$ cat src/rtl/load_store_unit.sv
// rtl/load_store_unit.sv - single-outstanding load/store unit bridging a CPU request port to a word-wide memory port
//
// Ports:
//   clk, rst_n                 clock, asynchronous active-low reset
//   req_valid/req_ready        CPU request handshake (ready only in IDLE)
//   req_we, req_size           store/load select, 0=byte 1=half 2=word 3=illegal
//   req_unsigned               zero-extend (1) or sign-extend (0) loads
//   req_addr, req_wdata        byte address and right-aligned store data
//   resp_valid                 one-cycle completion pulse
//   resp_rdata, resp_err       extended load data (0 for stores/faults), fault flag
//   mem_valid                  combinational issue strobe in the accept cycle
//   mem_addr                   word-aligned memory address
//   mem_wdata, mem_wstrb       lane-aligned store data and byte strobes
//   mem_rdata, mem_rvalid      memory completion (loads and stores alike)

module load_store_unit #(
    parameter int ADDR_WIDTH     = 16,
    parameter int TIMEOUT_CYCLES = 15
) (
    input  logic                  clk,
    input  logic                  rst_n,
    input  logic                  req_valid,
    output logic                  req_ready,
    input  logic                  req_we,
    input  logic [1:0]            req_size,
    input  logic                  req_unsigned,
    input  logic [31:0]           req_addr,
    input  logic [31:0]           req_wdata,
    output logic                  resp_valid,
    output logic [31:0]           resp_rdata,
    output logic                  resp_err,
    output logic                  mem_valid,
    output logic [ADDR_WIDTH-1:0] mem_addr,
    output logic [31:0]           mem_wdata,
    output logic [3:0]            mem_wstrb,
    input  logic [31:0]           mem_rdata,
    input  logic                  mem_rvalid
);

    localparam int CNT_W = ($clog2(TIMEOUT_CYCLES + 1) > 5) ? $clog2(TIMEOUT_CYCLES + 1) : 5;

    localparam logic [1:0] ST_IDLE  = 2'd0;
    localparam logic [1:0] ST_WAIT  = 2'd1;
    localparam logic [1:0] ST_FAULT = 2'd2;

    // Counter value during the last permitted WAIT cycle: the unit spends
    // exactly TIMEOUT_CYCLES cycles in WAIT before giving up.
    localparam logic [CNT_W-1:0] CNT_LAST = CNT_W'(TIMEOUT_CYCLES - 1);

    logic [1:0]       state;
    logic [CNT_W-1:0] wait_cnt;

    // Request fields kept for formatting the response after the memory answers
    logic [1:0] off_q;
    logic [1:0] size_q;
    logic       unsigned_q;
    logic       we_q;

    logic        accept;
    logic        misaligned;
    logic        out_of_range;
    logic        req_fault;
    logic [31:0] size_mask;
    logic [3:0]  base_strb;
    logic [7:0]  byte_sel;
    logic [15:0] half_sel;
    logic [31:0] load_data;

    assign req_ready = (state == ST_IDLE);
    assign accept    = req_valid && req_ready;

    always_comb begin
        out_of_range = (req_addr >> ADDR_WIDTH) != 32'd0;
        misaligned   = ((req_size == 2'd1) && req_addr[0]) ||
                       ((req_size == 2'd2) && (req_addr[1:0] != 2'b00));
        req_fault    = (req_size == 2'd3) || misaligned || out_of_range;
    end

    // Faulting requests never reach memory
    assign mem_valid = accept && !req_fault;
    assign mem_addr  = {req_addr[ADDR_WIDTH-1:2], 2'b00};

    always_comb begin
        size_mask = 32'h0000_00FF;
        base_strb = 4'b0001;
        case (req_size)
            2'd1: begin
                size_mask = 32'h0000_FFFF;
                base_strb = 4'b0011;
            end
            2'd2: begin
                size_mask = 32'hFFFF_FFFF;
                base_strb = 4'b1111;
            end
            default: begin
                size_mask = 32'h0000_00FF;
                base_strb = 4'b0001;
            end
        endcase
        if (req_we && (req_size != 2'd3)) begin
            mem_wstrb = base_strb << req_addr[1:0];
            mem_wdata = (req_wdata & size_mask) << {req_addr[1:0], 3'b000};
        end else begin
            mem_wstrb = 4'b0000;
            mem_wdata = 32'd0;
        end
    end

    // Lane extraction; halves are always 2-byte aligned here, so only off_q[1] matters
    always_comb begin
        case (off_q)
            2'd0:    byte_sel = mem_rdata[7:0];
            2'd1:    byte_sel = mem_rdata[15:8];
            2'd2:    byte_sel = mem_rdata[23:16];
            default: byte_sel = mem_rdata[31:24];
        endcase
        half_sel = off_q[1] ? mem_rdata[31:16] : mem_rdata[15:0];
        case (size_q)
            2'd0:    load_data = {{24{~unsigned_q & byte_sel[7]}}, byte_sel};
            2'd1:    load_data = {{16{~unsigned_q & half_sel[15]}}, half_sel};
            default: load_data = mem_rdata;
        endcase
        if (we_q) begin
            load_data = 32'd0;
        end
    end

    always_ff @(posedge clk or negedge rst_n) begin
        if (!rst_n) begin
            state      <= ST_IDLE;
            wait_cnt   <= '0;
            off_q      <= 2'd0;
            size_q     <= 2'd0;
            unsigned_q <= 1'b0;
            we_q       <= 1'b0;
            resp_valid <= 1'b0;
            resp_err   <= 1'b0;
            resp_rdata <= 32'd0;
        end else begin
            resp_valid <= 1'b0;
            resp_err   <= 1'b0;
            resp_rdata <= 32'd0;
            case (state)
                ST_IDLE: begin
                    // mem_rvalid is deliberately not looked at here
                    if (accept) begin
                        off_q      <= req_addr[1:0];
                        size_q     <= req_size;
                        unsigned_q <= req_unsigned;
                        we_q       <= req_we;
                        wait_cnt   <= '0;
                        state      <= req_fault ? ST_FAULT : ST_WAIT;
                    end
                end
                ST_WAIT: begin
                    // A response arriving on the timeout cycle still completes normally
                    if (mem_rvalid) begin
                        state      <= ST_IDLE;
                        resp_valid <= 1'b1;
                        resp_rdata <= load_data;
                    end else if (wait_cnt == CNT_LAST) begin
                        state      <= ST_IDLE;
                        resp_valid <= 1'b1;
                        resp_err   <= 1'b1;
                    end else begin
                        wait_cnt <= wait_cnt + 1'b1;
                    end
                end
                ST_FAULT: begin
                    state      <= ST_IDLE;
                    resp_valid <= 1'b1;
                    resp_err   <= 1'b1;
                end
                default: begin
                    state <= ST_IDLE;
                end
            endcase
        end
    end

endmodule

$ cat config.mk
export PLATFORM = sky130hd
export DESIGN_NAME = load_store_unit
export DESIGN_NICKNAME = d
export VERILOG_FILES = /design/src/rtl/load_store_unit.sv
export SDC_FILE = /design/constraint.sdc
export NUM_CORES = 1
export LEC_CHECK = 0
export CORE_ASPECT_RATIO = 0.9
export CORE_UTILIZATION = 30
export DETAILED_ROUTE_END_ITERATION = 6
export DONT_BUFFER_PORTS = 1
export PLACE_DENSITY = 0.51
export SKIP_LAST_GASP = 1
export SLEW_MARGIN = 10
export SYNTH_ARGS = -nofsm -noshare
export SYNTH_HDL_FRONTEND = slang
export SYNTH_SLANG_ARGS = --single-unit
export TNS_END_PERCENT = 1
$ cat constraint.sdc
create_clock -name clk -period 1.8 [get_ports clk]
set_input_delay 0.18 -clock clk [delete_from_list [all_inputs] [get_ports clk]]
set_output_delay 0.18 -clock clk [all_outputs]
set_load 0.05 [all_outputs]
# Word level (Yosys, flattened, before mapping)
# Cells that the tools add are included.
[classes] div_mod_pow=0 multipliers=0 shift=2 eq_ne=14 bitwise_logic=4 n_lt_le_gt_ge=0 addsub=1 mux=24 reduce_logical=18
[ops] cell="$mux 32" count=4
[ops] cell="$pmux 32 s2" count=2
[ops] cell="$and 32x32->32" count=1
[ops] cell="$reduce_bool 32->1" count=1
[ops] cell="$shl 32x5->32" count=1
[ops] cell="$pmux 8 s3" count=1
[ops] cell="$mux 16" count=1
[ops] cell="$mux 5" count=3
[ops] cell="$pmux 5 s2" count=1
[ops] cell="$eq 2x1->1 const B" count=4
[ops] cell="$eq 2x2->1 const B" count=4
[ops] cell="$mux 2" count=4
[ops] cell="$pmux 4 s2" count=1
[ops] cell="$logic_not 2->1" count=3
[ops] cell="$ne 2x2->1 const B" count=3
[ops] cell="$add 5x1->5 const B" count=1
[ops] cell="$eq 5x4->1 const B" count=1
[ops] cell="$logic_and 1x1->1" count=5
[ops] cell="$mux 4" count=1
[ops] cell="$pmux 1 s2" count=2
[ops] cell="$pmux 2 s2" count=1
[ops] cell="$reduce_and 2->1" count=2
[ops] cell="$reduce_and 4->1" count=1
[ops] cell="$reduce_bool 2->1" count=2
[ops] cell="other kinds (8)" count=13
[word_totals] register_bits=47 inputBits=104 word_cells=72 mem_bits_rw=0 memories=0 latch_bits=0 rom_bits=0

# Logic depth before layout (Yosys ltp)
# Gate-level depths: netlist (run 1).
[logic_depth] word_depth=8 ltp_mapped=9 depth_no_buf=6

# Least setup slack after synthesis (run 1)
# OpenSTA, ideal clock, no wires.
[synth_timing] path_type="input to output" start="input req_size[0]" end="output mem_wdata[24]" cell_stages=7 path_buffers=2 arrival_time_ns=2.276 path_slack_ns=-0.656 cell_sequence="inv_1 ha_1 clkbuf_1 nor2_1 or2_2 clkbuf_1 a211oi_1"
[synth_via] elab_chain_cells=5
[synth_rtl] item="from (decl)" line="25" source="input logic [1:0] req_size,"
[synth_rtl] item="$eq 2x2->1 or $eq 2x1->1 (tied branches)" line="86" source="case (req_size)"
[synth_rtl] item="$pmux 32 s2" line="86"
[synth_rtl] item="$and 32x32->32" line="102" source="mem_wdata = (req_wdata & size_mask) << {req_addr[1:0], 3'b000};"
[synth_rtl] item="$shl 32x5->32" line="102"
[synth_rtl] item="$mux 32 (*)" line="100" source="if (req_we && (req_size != 2'd3)) begin"
[synth_rtl] item="to (decl)" line="34" source="output logic [31:0] mem_wdata,"
# Mark *: on every way between the ends. The rest lies on a longest branch, timed or not.

# Worst setup path in the final report (run 1)
[layout_timing] start="register off_q[1]" end="register resp_rdata[14]"
[layout_via] elab_chain_cells=7
[layout_rtl] item="from (decl)" line="54" source="logic [1:0] off_q;"
[layout_rtl] item="from (signal assigned)" line="147" source="off_q <= req_addr[1:0];"
[layout_rtl] item="$eq 2x2->1 (tied with other cells)" line="111" source="case (off_q)"
[layout_rtl] item="$pmux 8 s3" line="111"
[layout_rtl] item="$and 1x1->1" line="119" source="2'd0: load_data = {{24{~unsigned_q & byte_sel[7]}}, byte_sel};"
[layout_rtl] item="$pmux 32 s2 (*)" line="118" source="case (size_q)"
[layout_rtl] item="$mux 32 (*)" line="123" source="if (we_q) begin"
[layout_rtl] item="$mux 32 (*)" line="157" source="if (mem_rvalid) begin"
[layout_rtl] item="$mux 32 (*)" line="143" source="case (state)"
[layout_rtl] item="to (signal assigned)" line="160" source="resp_rdata <= load_data;"
[layout_rtl] item="to (decl)" line="30" source="output logic [31:0] resp_rdata,"
# Marked as above.
# A chain may end at the register's enable or synchronous reset.

==> impl_results.md, run 1 <==
* Diode count at 0
* Final TNS setup at 0 ns
* Global route overflow at 0
* R2R Setup Slk at around 0.032 ns
* Initial DRT Pass Iterations at 4
* Min Tclk post-route at between 1.5 and 2 ns
* Final hold viol count at 0
* H-tree level count at 2
* Clk_skew at approximately 0.005 ns
* Prevailing post-synth register cell: dfrtp_1
* P_leak at 1.87 nW
* DRT iter0 DRCs at slightly above 90
* Largest net degree at the start of global routing at 48
* Status: complete, no violations
* Yosys reg bits at 47
* Vias in the first global route at 2660
* Worst Hold Class: input port to flop
* Initial Util at 30.8%
* Post-DP HPWL at ~7300 um
* CTS tree: built
* # DRC at 0
* Power Total at approximately 3.2 mW
* Worst-Skew Late Latency at roughly 0.29 ns
* Util after Layout at a little over 40%
* Async set-reset flop share out of synthesis at 100%
* Final ANT Viol Nets at 0
* Placement-stage cell area at about 4000 um^2
* First-pass GRT wire length at ~14000 um
* Post-synth cell types at 43
* Layout cells sized above 1 at a little over a quarter
* Vias post-DR at between 2000 and 3000
* CTS Sinks at 47
* # port buffers at 0
* Slew Viols, Final at 0
* GPL Wtd Cong at ~0.79
* DRT Wirelength at around 9400 um
* EDFF count, synth at 0
* Startpoint types: flop
* # rows at 35
* Clk slew on worst S/H paths at 0.07 ns
* Req. time, crit path at 1.97 ns
* Die width at 110 um
* Setup violations, final at 0
* Max-cap violations at 0
* Crit path max fanout at 8
* Max_slew headroom at 60.4%
* Worst-case clock buffer depth at 2
* RSZ-0062 raised after global routing: true
* Tightest hold margin at between 0.002 and 0.0025 ns
* Synth Cell Area at between 3000 and 4000 um^2
* Core area at roughly 10000 um^2
* Routed WL per cell at between 15 and 20 um
* Cell taking the most area after synthesis: dfrtp_1
* Die H at slightly below 100 um
* I/O pin count at ~190
* Synthesis-to-finish area growth at 31.5%
* Worst setup path category: flop to flop
* Synth top area cells: dfrtp_1, nand2_1, a211oi_1, buf_4, a21oi_1
* CTS Root Cell: clkbuf_16
* Initial antenna violation count at 0
* GRT Util Overall at 17.3%
* Most frequent cell after synthesis: nand2_1
* Share of the synthesized area in the top cell type at 37.3%
* Top cells by count, synth: nand2_1, dfrtp_1, nor2_1, a21oi_1, a211oi_1
* Postcts setup bufs at 0
* Period utilisation layout at between 90% and 100%
* Worst Tran Pin Value at approximately 0.59 ns
* Mean Syn Cell Area at ~8.6 um^2
* Worst Path Arrival at ~1.9 ns
* Worst setup EP type: flop
* Die area at 10900 um^2
* Design area at 4150 um^2
* Syn. warnings at 0
* Sequential element share of the synthesized area at a little under two fifths
* Syn Inst Count at 366
* Power density cells at between 700 and 800 nW/um^2
* Maximum vdd drop at between 0.4 and 0.5 mV
* Via/cell ratio at 5.24
* NumNets Final at between 500 and 600
* Fmax at 566 MHz
* CTS Buf Count at 5
==> power by group <==
group          leakage, nW  internal (mW)  total [mW]  switching (mW)
Sequential           0.642           1.09        1.16          0.0650
Clock               0.0911          0.797        1.20           0.406
Combinational         1.14          0.362       0.884           0.523
Total                 1.87           2.25        3.25           0.994
==> layout make-up <==
class,instances,area [um^2]
Sequential cell,47,1180
Fill cell,1010,6090
Multi-Input combinational cell,267,1860
Tap cell,129,161
Clock inverter,2,60.1
Clock buffer,6,129
Timing Repair Buffer,59,733
Inverter,9,33.8
==> state kept, by name, indices dropped and copies added (netlist names), 2 cells and up <==
register,cells
state,2
off_q,2
size_q,2
wait_cnt,5
resp_rdata,32
==> metrics by stage <==
step / std cells / setup WS [ns]
6_report: 519 / 0.0320
3_3_place_gp: 507 / 0.0212
3_5_place_dp: 507 / 0.0133
2_1_floorplan: 367 / -0.141
5_1_grt: 519 / -0.0405
4_1_cts: 519 / 0.0125
==> cell families (layout without fill, tap and decap cells) <==
group,Yosys count,after routing,share of synthesized area (%)
buffers and inverters,53,76,8.84
other,1,2,0.119
adder cells (fa/ha/maj),9,9,3.57
flip-flops,47,47,37.3
AND/OR/NAND/NOR,147,147,23.5
AO/OA/AOI/OAI,93,93,20.9
multiplexers,16,16,5.75
==> final timing paths <==
check | from | to | depth (start not counted)
hold reg to reg | state[1]$_DFFE_PN0P_ | state[1]$_DFFE_PN0P_ | 2
setup reg to reg | off_q[1]$_DFFE_PN0P_ | resp_rdata[14]$_DFF_PN0_ | 4
hold / removal | mem_rdata[23] | resp_rdata[23]$_DFF_PN0_ | 2
min in group asynchronous | rst_n | resp_rdata[24]$_DFF_PN0_ | 2
setup / recovery | off_q[1]$_DFFE_PN0P_ | resp_rdata[14]$_DFF_PN0_ | 4
max in group asynchronous | rst_n | resp_err$_DFF_PN0_ | 2
==> per-layer routing <==
metal | part of all wire [%] | vias up | GRT usage, %
met5 | 0 | - | 0
met4 | 1.9 | 0 | 5.47
met3 | 11 | 19 | 6.42
met2 | 49 | 130 | 29.8
met1 | 38 | 1265 | 19.8
li1 | - | 1304 | -
==> cell usage in the layout (no fill, tap or decap), types with 12 or more instances in the layout <==
cell | netlist | final
a21oi_1 | 25 | 24
buf_12 | 0 | 21
buf_4 | 18 | 34
dfrtp_1 | 47 | 47
nand2_1 | 50 | 50
nand2b_1 | 12 | 12
nor2_1 | 30 | 26
nor2b_1 | 20 | 20
o21ai_0 | 13 | 13
==> repair_timing <==
item,4_1_cts,5_1_grt
setup endpoints to repair,0,25
hold buffers,4,0
hold endpoints to repair,49,0
gates resized for setup,0,3
==> critical path, cell delays in order (launching register included) <==
cell,delay (ns)
dfrtp_1,0.37
mux4_2,0.52
nor2b_4,0.15
nor2b_1,0.23
o311a_1,0.38
No activity file was read; power rests on OpenSTA's default activity.
==> run 2: changes to the inputs <==
Settings changed: REMOVE_ABC_BUFFERS set to 1.
==> impl_results.md, run 2 (synthesized netlist as in run 1, its figures left out) <==
* Status: complete, no violations
* Worst-case clock buffer depth at 2 (unchanged)
* Largest net degree at the start of global routing at 48 (unchanged)
* P_leak at 1.83 nW (-2.1%)
* Most common cell after layout, fill and taps aside: nand2_1
* DRT Wirelength at 8900 um (-5.7%)
* Global route overflow at 0 (unchanged)
* Worst-Skew Late Latency at 0.28 ns (about the same)
* CTS Root Cell: clkbuf_16
* Crit path max fanout at 19 (+11)
* Core area at 10200 um^2 (unchanged)
* Combinational power share at 28.5% (+1.3 points)
* # port buffers at 0 (unchanged)
* GRT met1 Usage at 17.7% (-2.1 points)
* Vias post-DR at 2780 (+2.3%)
* DRT iter0 DRCs at 63 (-32%)
* NumNets Final at 505 (+0.60%)
* Synthesis-to-finish area growth at 23.4%
* Sw Pwr at 0.960 mW (-3.4%)
* Worst setup EP type: flop
* Reg2Reg Depth at 6 (+2)
* Final hold viol count at 0 (unchanged)
* Startpoint types: flop
* I/O pin count at 192 (unchanged)
* Post-DP HPWL at 6820 um (-6.6%)
* Clock power share at 31.6% (-5.5 points)
* CTS Sinks at 47 (unchanged)
* CTS tree: built
* Maximum vdd drop at 0.655 mV (+32%)
* Die width at 110 um (unchanged)
* Sw frac at 33.2% (+2.5 points)
* Power density cells at 743 nW/um^2 (-5.0%)
* Die H at 99.3 um (unchanged)
* Req. time, crit path at 1.96 ns (about the same)
* Worst setup path category: flop to flop
* CTS Buf Count at 5 (unchanged)
* Layout cells sized above 1 at 25.4% (-0.71 points)
* Worst Path Arrival at 1.91 ns (-0.03 ns)
* Initial DRT Pass Iterations at 4 (unchanged)
* Die area at 10900 um^2 (unchanged)
* GPL Wtd Cong at 0.791 (+0.47%)
* RSZ-0062 raised after global routing: true
* Largest registers: resp_rdata (32), wait_cnt (5)
* Met3 global-route usage at 5.83% (-0.59 points)
* Register share of total power at 39.8% (+4.1 points)
* Slew Viols, Final at 0 (unchanged)
* Final TNS setup at 0 ns (unchanged)
* Slowest CP cell: dfrtp_1
* Initial Util at 30.8% (unchanged)
* Worst Hold Class: input port to flop
* Fmax at 572 MHz (+1.2%)
* Postcts setup bufs at 0 (unchanged)
* Diode count at 0 (unchanged)
* # DRC at 0 (unchanged)
* Largest register FFs at 32 (unchanged)
* Period utilisation layout at 97.1% (-1.2 points)
* Routed WL per cell at 17.0 um (-6.3%)
* First-pass GRT wire length at 13700 um (-4.6%)
* Clk slew on worst S/H paths at 0.07 ns (about the same)
* Layer with the highest usage: met2
* # rows at 35 (unchanged)
* Clk_skew at 0.00611 ns (+0.00124 ns)
* Initial antenna violation count at 0 (unchanged)
* Setup violations, final at 0 (unchanged)
* Global Route met2 Usage at 28.3% (-1.5 points)
* Min-Delay Path Depth at 2 (unchanged)
* P_int at 1.93 mW (-14%)
* Tightest hold margin at 0.00520 ns (+0.00309 ns)
* Most frequent cells in the layout: nand2_1, buf_4, dfrtp_1
* Most flops, register: resp_rdata
* Max-cap violations at 0 (unchanged)
* Final ANT Viol Nets at 0 (unchanged)
* Min Tclk post-route at 1.75 ns (-0.0210 ns)
* Critical-path cell list: buf_6 > mux2_1 > and3_1 > o211ai_2 > buf_4 > nand2_1
* GRT Util Overall at 16.0% (-1.3 points)
* CP max stage delay at 0.39 ns (-0.13 ns)
* H-tree level count at 2 (unchanged)
* Vias in the first global route at 2769 (+4.1%)
* Via/cell ratio at 5.33 (+1.7%)
==> run 2: cell types whose count changed in the layout (fill, tap and decap cells not counted), sizes merged <==
cell and delta:
inv +1, clkbuf -1, dlygate4sd3 -1, bufinv -2, buf +4, clkinv +2
==> run 2: layout make-up <==
class / instances / area (um^2)
flip-flops and latches: 47 / 1180
repair buffers: 62 / 607
well taps: 129 / 161
clock buffers: 5 / 125
inverters: 9 / 33.8
fillers: 1037 / 6350
clock inverters: 3 / 18.8
multi-input cells: 267 / 1770
==> run 2: worst max-delay path, delay by kind of cell (launching register included) <==
kind	cells	cell delay (ns)
buffers and inverters	2	0.44
DFF	1	0.39
AOI/OAI and AO/OA	1	0.14
and+or+nand+nor	2	0.30
muxes	1	0.35
==> run 2: routing by layer <==
metal / vias up / wire length, um
met3: 10 / 1010
met1: 1296 / 3470
met5: - / 0
met4: 0 / 138
li1: 1317 / -
met2: 157 / 4290
==> run 2: power groups by stage <==
stage | registers, mW | logic [mW] | clock network [mW]
floorplan | 1.21 | 0.501 | 0
global placement | 1.17 | 0.778 | 0
detailed placement | 1.17 | 0.792 | 0
CTS | 1.15 | 0.828 | 0.945
global route | 1.16 | 0.900 | 0.974
finish | 1.15 | 0.826 | 0.916
==> run 2: what timing repair did <==
item / CTS / global route
hold endpoints to repair: 48 / 0
setup endpoints to repair: 5 / 20
resized for setup: 1 / 1
hold buffers: 3 / 0
pin swaps: 0 / 0
==> run 2: worst paths after layout <==
path                            slack, ns                        to                  from
max in group asynchronous            1.19     size_q[1]$_DFFE_PN0P_                 rst_n
worst max register to register       0.05  resp_rdata[27]$_DFF_PN0_  off_q[1]$_DFFE_PN0P_
worst max-delay path                 0.05  resp_rdata[27]$_DFF_PN0_  off_q[1]$_DFFE_PN0P_
min in group asynchronous            0.40  resp_rdata[20]$_DFF_PN0_                 rst_n
worst min-delay path                0.005  resp_rdata[17]$_DFF_PN0_         mem_rdata[17]
worst min register to register       0.50          we_q$_DFFE_PN0P_      we_q$_DFFE_PN0P_
==> run 2: stage by stage <==
step                power [mW]  std cells  util (%)  setup slack [ns]  instance area [um^2]
floorplan                 1.71        323         -            -0.726                  2920
global placement          1.95        511      36.1            0.0866                  3700
detailed placement        1.96        511      36.1          -0.00827                  3700
CTS                       2.93        522      38.0            0.0182                  3890
global route              3.03        522      38.0           -0.0375                  3890
finish                    2.89        522      38.0            0.0530                  3890
==> patch 1, RTL diff (flow settings as in run 1) <==
Reset style: synchronous (`rst_n`), changed in one clocked block. Comments in the files are not updated.
--- a/src/rtl/load_store_unit.sv
+++ b/src/rtl/load_store_unit.sv
@@ -125,7 +125,7 @@
         end
     end
 
-    always_ff @(posedge clk or negedge rst_n) begin
+    always_ff @(posedge clk) begin
         if (!rst_n) begin
             state      <= ST_IDLE;
             wait_cnt   <= '0;
Behaviour: differs if rst_n is asserted again (counterexample within 4 cycles, from zero or initial values and one cycle with rst_n low); with rst_n held inactive, the same outputs for 10 cycles.
==> patch 1 against run 1 <==
- worst setup slack gained 0.056 ns
- global-route usage shrank 0.21 points
- total power shrank 27%
- synthesized area shrank 5.2%
- via count grew 5.1%
- cell area shrank 9.9%
- wire length shrank 2.8%
- sequential cell count is the same
==> patch 1: results (changes against run 1) <==
Status - finished, final reports clean (unchanged)
PortBufs - 0 (unchanged)
Leakage - 1.36 nW (was 1.87 nW)
R2R setup slack - 0.09 ns (was 0.03 ns)
Root buffer cell - clkbuf_8 (was clkbuf_16)
Hold path cells - 2 (unchanged)
Hold EP - resp_rdata[17] (was resp_rdata[23])
Sequential cell area fraction in the yosys report - 31.5% (was 37.3%)
Worst clock skew - 0.00649 ns (was 0.00487 ns)
DR pass1 iterations - 4 (unchanged)
Worst reg2reg path depth - 6 (was 4)
Clock Pin Slew Worst Setup and Hold Paths - 0.09 ns (was 0.07 ns)
Async set-reset flop share out of synthesis - 0% (was 100%)
Critical-path top delay cell - o32a_4 (was mux4_2)
Synth Area in XOR/XNOR - 0% (unchanged)
GRT met1 Usage - 22.3% (was 19.8%)
Synth Area in Compound Gates - 30.2% (was 20.9%)
Worst-Margin Slew - 0.620 ns (was 0.593 ns)
DR vias/cell - 5.43 (was 5.24)
Largest regs - resp_rdata: 32 flops, wait_cnt: 5 flops (unchanged)
Synth cell types - 45 (was 43)
Reg2reg start - wait_cnt[0] (was off_q[1])
Critical-path maximum fanout - 5 (was 8)
Max H-tree Level - 2 (unchanged)
Routability cong. - 0.858 (was 0.787)
Setup repair bufs after CTS - 0 (unchanged)
Post-Synth Adder-Cell Area - 3.76% (was 3.57%)
Yosys warnings - 0 (unchanged)
Hold path start - mem_rdata[17] (was mem_rdata[23])
Mux contribution to synthesized area - 2.68% (was 5.75%)
Met2 track demand over resource - 28.0% (was 29.8%)
Critical Path Max Stage Delay - 0.38 ns (was 0.52 ns)
First DRT Iteration DRCs - 146 (was 93)
Fill cell count - 1012 (was 1010)
Final WL - 9.17 mm (was 9.44 mm)
Hold slack - 0.0154 ns (was 0.00211 ns)
Fin nets - 512 (was 502)
Worst hold path type - input port to flip-flop (unchanged)
All-layer global routing usage - 17.1% (was 17.3%)
Worst-Skew Late Latency - 0.30 ns
Layout cells sized above 1 - 27.0% (was 26.2%)
Area contributors post-synth - dfxtp_1, a21oi_1, a211oi_1, nand2_1, buf_4 (was dfrtp_1, nand2_1, a211oi_1, buf_4, a21oi_1)
Vias in the first global route - 2643 (was 2660)
M3 GR Usage - 4.99% (was 6.42%)
Top post-synthesis cells by count - a21oi_1, dfxtp_1, nand2_1, nor2_1, a211oi_1 (was nand2_1, dfrtp_1, nor2_1, a21oi_1, a211oi_1)
Pin count of the biggest net entering global routing - 49 (was 48)
First-pass GRT wire length - 14.1 mm (was 14.3 mm)
VDD IR max - 0.334 mV (was 0.495 mV)
Longest Clk Path Bufs - 2 (unchanged)
HPWL after DPL - 7.20 mm (was 7.31 mm)
Diode count - 0 (unchanged)
Worst reg2reg path endpoint - wait_cnt[1] (was resp_rdata[14])
[patch 1: cell types whose count changed in the layout (fill, tap and decap cells not counted), sizes merged, moves of 10 or more]
cell / delta
a21oi: +37
dfxtp: +47
nand2: -14
dfrtp: -47
nand2b: -10
[patch 1: kinds of logic (layout without fill, tap and decap cells)]
group           Yosys count  after routing
compound gates          133            134
fa+ha+maj                 9              9
buf+inv                  62             74
simple gates            127            127
mux                       7              7
flops                    47             47
other cells               1              2
[patch 1: routing by layer]
layer,up-vias,wire length (um)
li1,1384,-
met1,1330,3950
met2,134,4250
met3,9,894
met4,0,75
met5,-,0
[patch 1: worst max-delay path, delay by kind of cell, from the launching register on]
kind / cells / cell delay [ns]
AOI/OAI and AO/OA: 2 / 0.51
adders and majority gates: 1 / 0.20
buffers and inverters: 1 / 0.05
DFF: 1 / 0.33
and+or+nand+nor: 2 / 0.56
[patch 1: per-stage QoR]
stage	setup TNS (ns)	instance area, um^2	utilization (%)	worst slack (ns)	cells
final	0	3740	38.6	0.0884	526
after detailed placement	0	3610	37.2	0.0674	517
after global routing	-0.0216	3740	38.6	-0.0105	526
after global placement	0	3610	37.2	0.105	517
after floorplan	-3.26	3180	-	-0.134	387
after CTS	0	3710	38.3	0.0131	525
[patch 1: what timing repair did]
item                                   in CTS  in global routing
pin swaps                                   0                  2
endpoints found under the hold margin       0                  0
setup endpoints to repair                   1                  5
resized for setup                           1                  5
cloned                                      0                  1
[patch 1: how the worst max path moves through the flow]
stage / startpoint / end / cells past startpoint / slack (ns)
after detailed placement: wait_cnt[0] / wait_cnt[4] / 6 / 0.07
final: wait_cnt[0] / wait_cnt[1] / 6 / 0.09
after global routing: wait_cnt[0] / wait_cnt[4] / 6 / -0.01
after CTS: state[1] / mem_valid / 7 / 0.01
after floorplan: state[0] / wait_cnt[1] / 7 / -0.13
after global placement: wait_cnt[0] / wait_cnt[1] / 6 / 0.11
[patch 1: where the power goes]
group / switching (mW) / internal (mW)
registers: 0.0151 / 1.05
logic: 0.400 / 0.246
clock network: 0.357 / 0.314
total: 0.773 / 1.61
[patch 1: layout make-up]
class | count | area [um^2] | area share (%)
flip-flops and latches | 47 | 942 | 25.2
repair buffers | 50 | 542 | 14.5
well taps | 126 | 158 | 4.22
clock inverters | 2 | 16.3 | 0.435
inverters | 16 | 60.1 | 1.61
clock buffers | 6 | 82.6 | 2.21
multi-input cells | 279 | 1940 | 51.9
==> patch 2, RTL diff (settings of run 1) <==
Without the edit above. Change the parameter `ADDR_WIDTH` from 16 to 15.
--- a/src/rtl/load_store_unit.sv
+++ b/src/rtl/load_store_unit.sv
@@ -14,7 +14,7 @@
 //   mem_rdata, mem_rvalid      memory completion (loads and stores alike)
 
 module load_store_unit #(
-    parameter int ADDR_WIDTH     = 16,
+    parameter int ADDR_WIDTH     = 15,
     parameter int TIMEOUT_CYCLES = 15
 ) (
     input  logic                  clk,
Ports: changed (resized mem_addr); port bits go from 192 to 191. The function was not compared with the original's and may differ.
==> patch 2 against run 1 <==
- the run now ends with hold timing left
- global-route usage increased by 0.066 points
- worst setup slack improved by 0.019 ns
- wire length decreased by 0.53%
- cell count increased by 0.19%
- total power decreased by 1.0%
- cell area decreased by 0.27%
- non-clock buffer count unchanged
- synthesized area decreased by 0.32%
- sequential cell count unchanged
- largest cell class unchanged
- largest power group unchanged
- highest routed layer unchanged
==> patch 2: results (changes against run 1) <==
Status - complete, but fails checks (was finished, final reports clean)
Failing checks - hold timing
Sequential cell area fraction in the yosys report - 37.4% (was 37.3%)
Area contributors post-synth - dfrtp_1, nand2_1, a211oi_1, buf_4, a21oi_1 (unchanged)
Routed vias - 2760 (was 2718)
Worst-Skew Late Latency - 0.29 ns (about the same)
Hold path start - mem_rdata[30] (was mem_rdata[23])
Yosys warnings - 0 (unchanged)
First DRT Iteration DRCs - 117 (was 93)
Final hold violation count - 1 (was 0)
Vias in the first global route - 2744 (was 2660)
Longest Clk Path Bufs - 2 (unchanged)
Critical-path top delay cell - mux4_2 (unchanged)
Internal - 2.24 mW (was 2.25 mW)
Largest regs - resp_rdata: 32 flops, wait_cnt: 5 flops (unchanged)
All-layer global routing usage - 17.4% (was 17.3%)
Top post-synthesis cells by count - nand2_1, dfrtp_1, nor2_1, a21oi_1, a211oi_1 (unchanged)
Async set-reset flop share out of synthesis - 100% (unchanged)
Worst hold path type - input port to flip-flop (unchanged)
M3 GR Usage - 5.05% (was 6.42%)
VDD IR max - 0.480 mV (was 0.495 mV)
GRT met1 Usage - 20.8% (was 19.8%)
R2R setup slack - 0.05 ns (was 0.03 ns)
Hold slack - -0.0000205 ns (was 0.00211 ns)
Final WL - 9.39 mm (was 9.44 mm)
Worst reg2reg path endpoint - resp_rdata[11] (was resp_rdata[14])
Synth cell types - 44 (was 43)
Relative max-transition margin - 61.7% (was 60.4%)
Placed cell area - 3900 um^2 (about the same)
Fin nets - 503 (was 502)
WP data arrival - 1.91 ns (was 1.94 ns)
Setup WS pre-CTS - 0.0747 ns (was 0.0133 ns)
Layout cells sized above 1 - 25.1% (was 26.2%)
Routability cong. - 0.758 (was 0.787)
Met2 track demand over resource - 30.0% (was 29.8%)
Reg2reg start - off_q[1] (unchanged)
HPWL after DPL - 7.45 mm (was 7.31 mm)
CP delay by family, top - multiplexers (unchanged)
Leakage - 1.86 nW (was 1.87 nW)
DR pass1 iterations - 4 (unchanged)
CTS buffer count - 5 (unchanged)
Hold EP - resp_rdata[30] (was resp_rdata[23])
Worst reg2reg path depth - 4 (unchanged)
Seq pwr share - 36.1% (was 35.7%)
Clk pwr share - 37.0% (was 37.1%)
Worst clock skew - 0.00453 ns (was 0.00487 ns)
First-pass GRT wire length - 14.6 mm (was 14.3 mm)
[patch 2: how the worst max path moves through the flow]
stage                     slack (ns)   startpoint             end  cells after the start
after floorplan                -0.14  req_addr[1]   mem_wdata[21]                      4
after CTS                       0.06     off_q[1]  resp_rdata[11]                      4
after global routing           -0.02  wait_cnt[0]     wait_cnt[4]                      6
after global placement          0.11     off_q[1]  resp_rdata[13]                      4
final                           0.05     off_q[1]  resp_rdata[11]                      4
after detailed placement        0.07     off_q[1]   resp_rdata[9]                      4
[patch 2: cell type report]
type,instances,area [um^2]
Timing Repair Buffer,59,728
Tap cell,129,161
Inverter,9,33.8
Sequential cell,47,1180
Clock buffer,5,125
Clock inverter,3,67.6
Multi-Input combinational cell,268,1850
Fill cell,974,6060
[patch 2: timing repair]
action / in CTS / in global routing
setup buffers: 0 / 1
endpoints found under the setup margin: 0 / 5
resized for setup: 0 / 1
hold buffers: 2 / 0
hold endpoints to repair: 47 / 0
[patch 2: cells by family after synthesis]
logic type / Yosys count / share of synthesized area (%)
and+or+nand+nor: 148 / 23.6
DFF: 47 / 37.4
muxes: 16 / 5.77
buffers and inverters: 52 / 8.59
adders and majority gates: 9 / 3.58
AOI/OAI and AO/OA: 93 / 21.0
other: 1 / 0.119
[patch 2: stage by stage]
stage,setup TNS [ns],power [mW],hold slack (ns),instances
after floorplan,-3.16,1.90,-0.116,367
after CTS,0,3.24,0.0000711,519
after global placement,0,2.01,-0.115,509
after global routing,-0.0530,3.37,0.000417,520
final,0,3.21,-0.0000205,520
after detailed placement,0,2.02,-0.115,509
[patch 2: metal layers]
| layer | wire length, um | vias to the layer above |
|---|---|---|
| li1 | - | 1307 |
| met1 | 3660 | 1297 |
| met2 | 4590 | 141 |
| met3 | 961 | 15 |
| met4 | 170 | 0 |
| met5 | 0 | - |
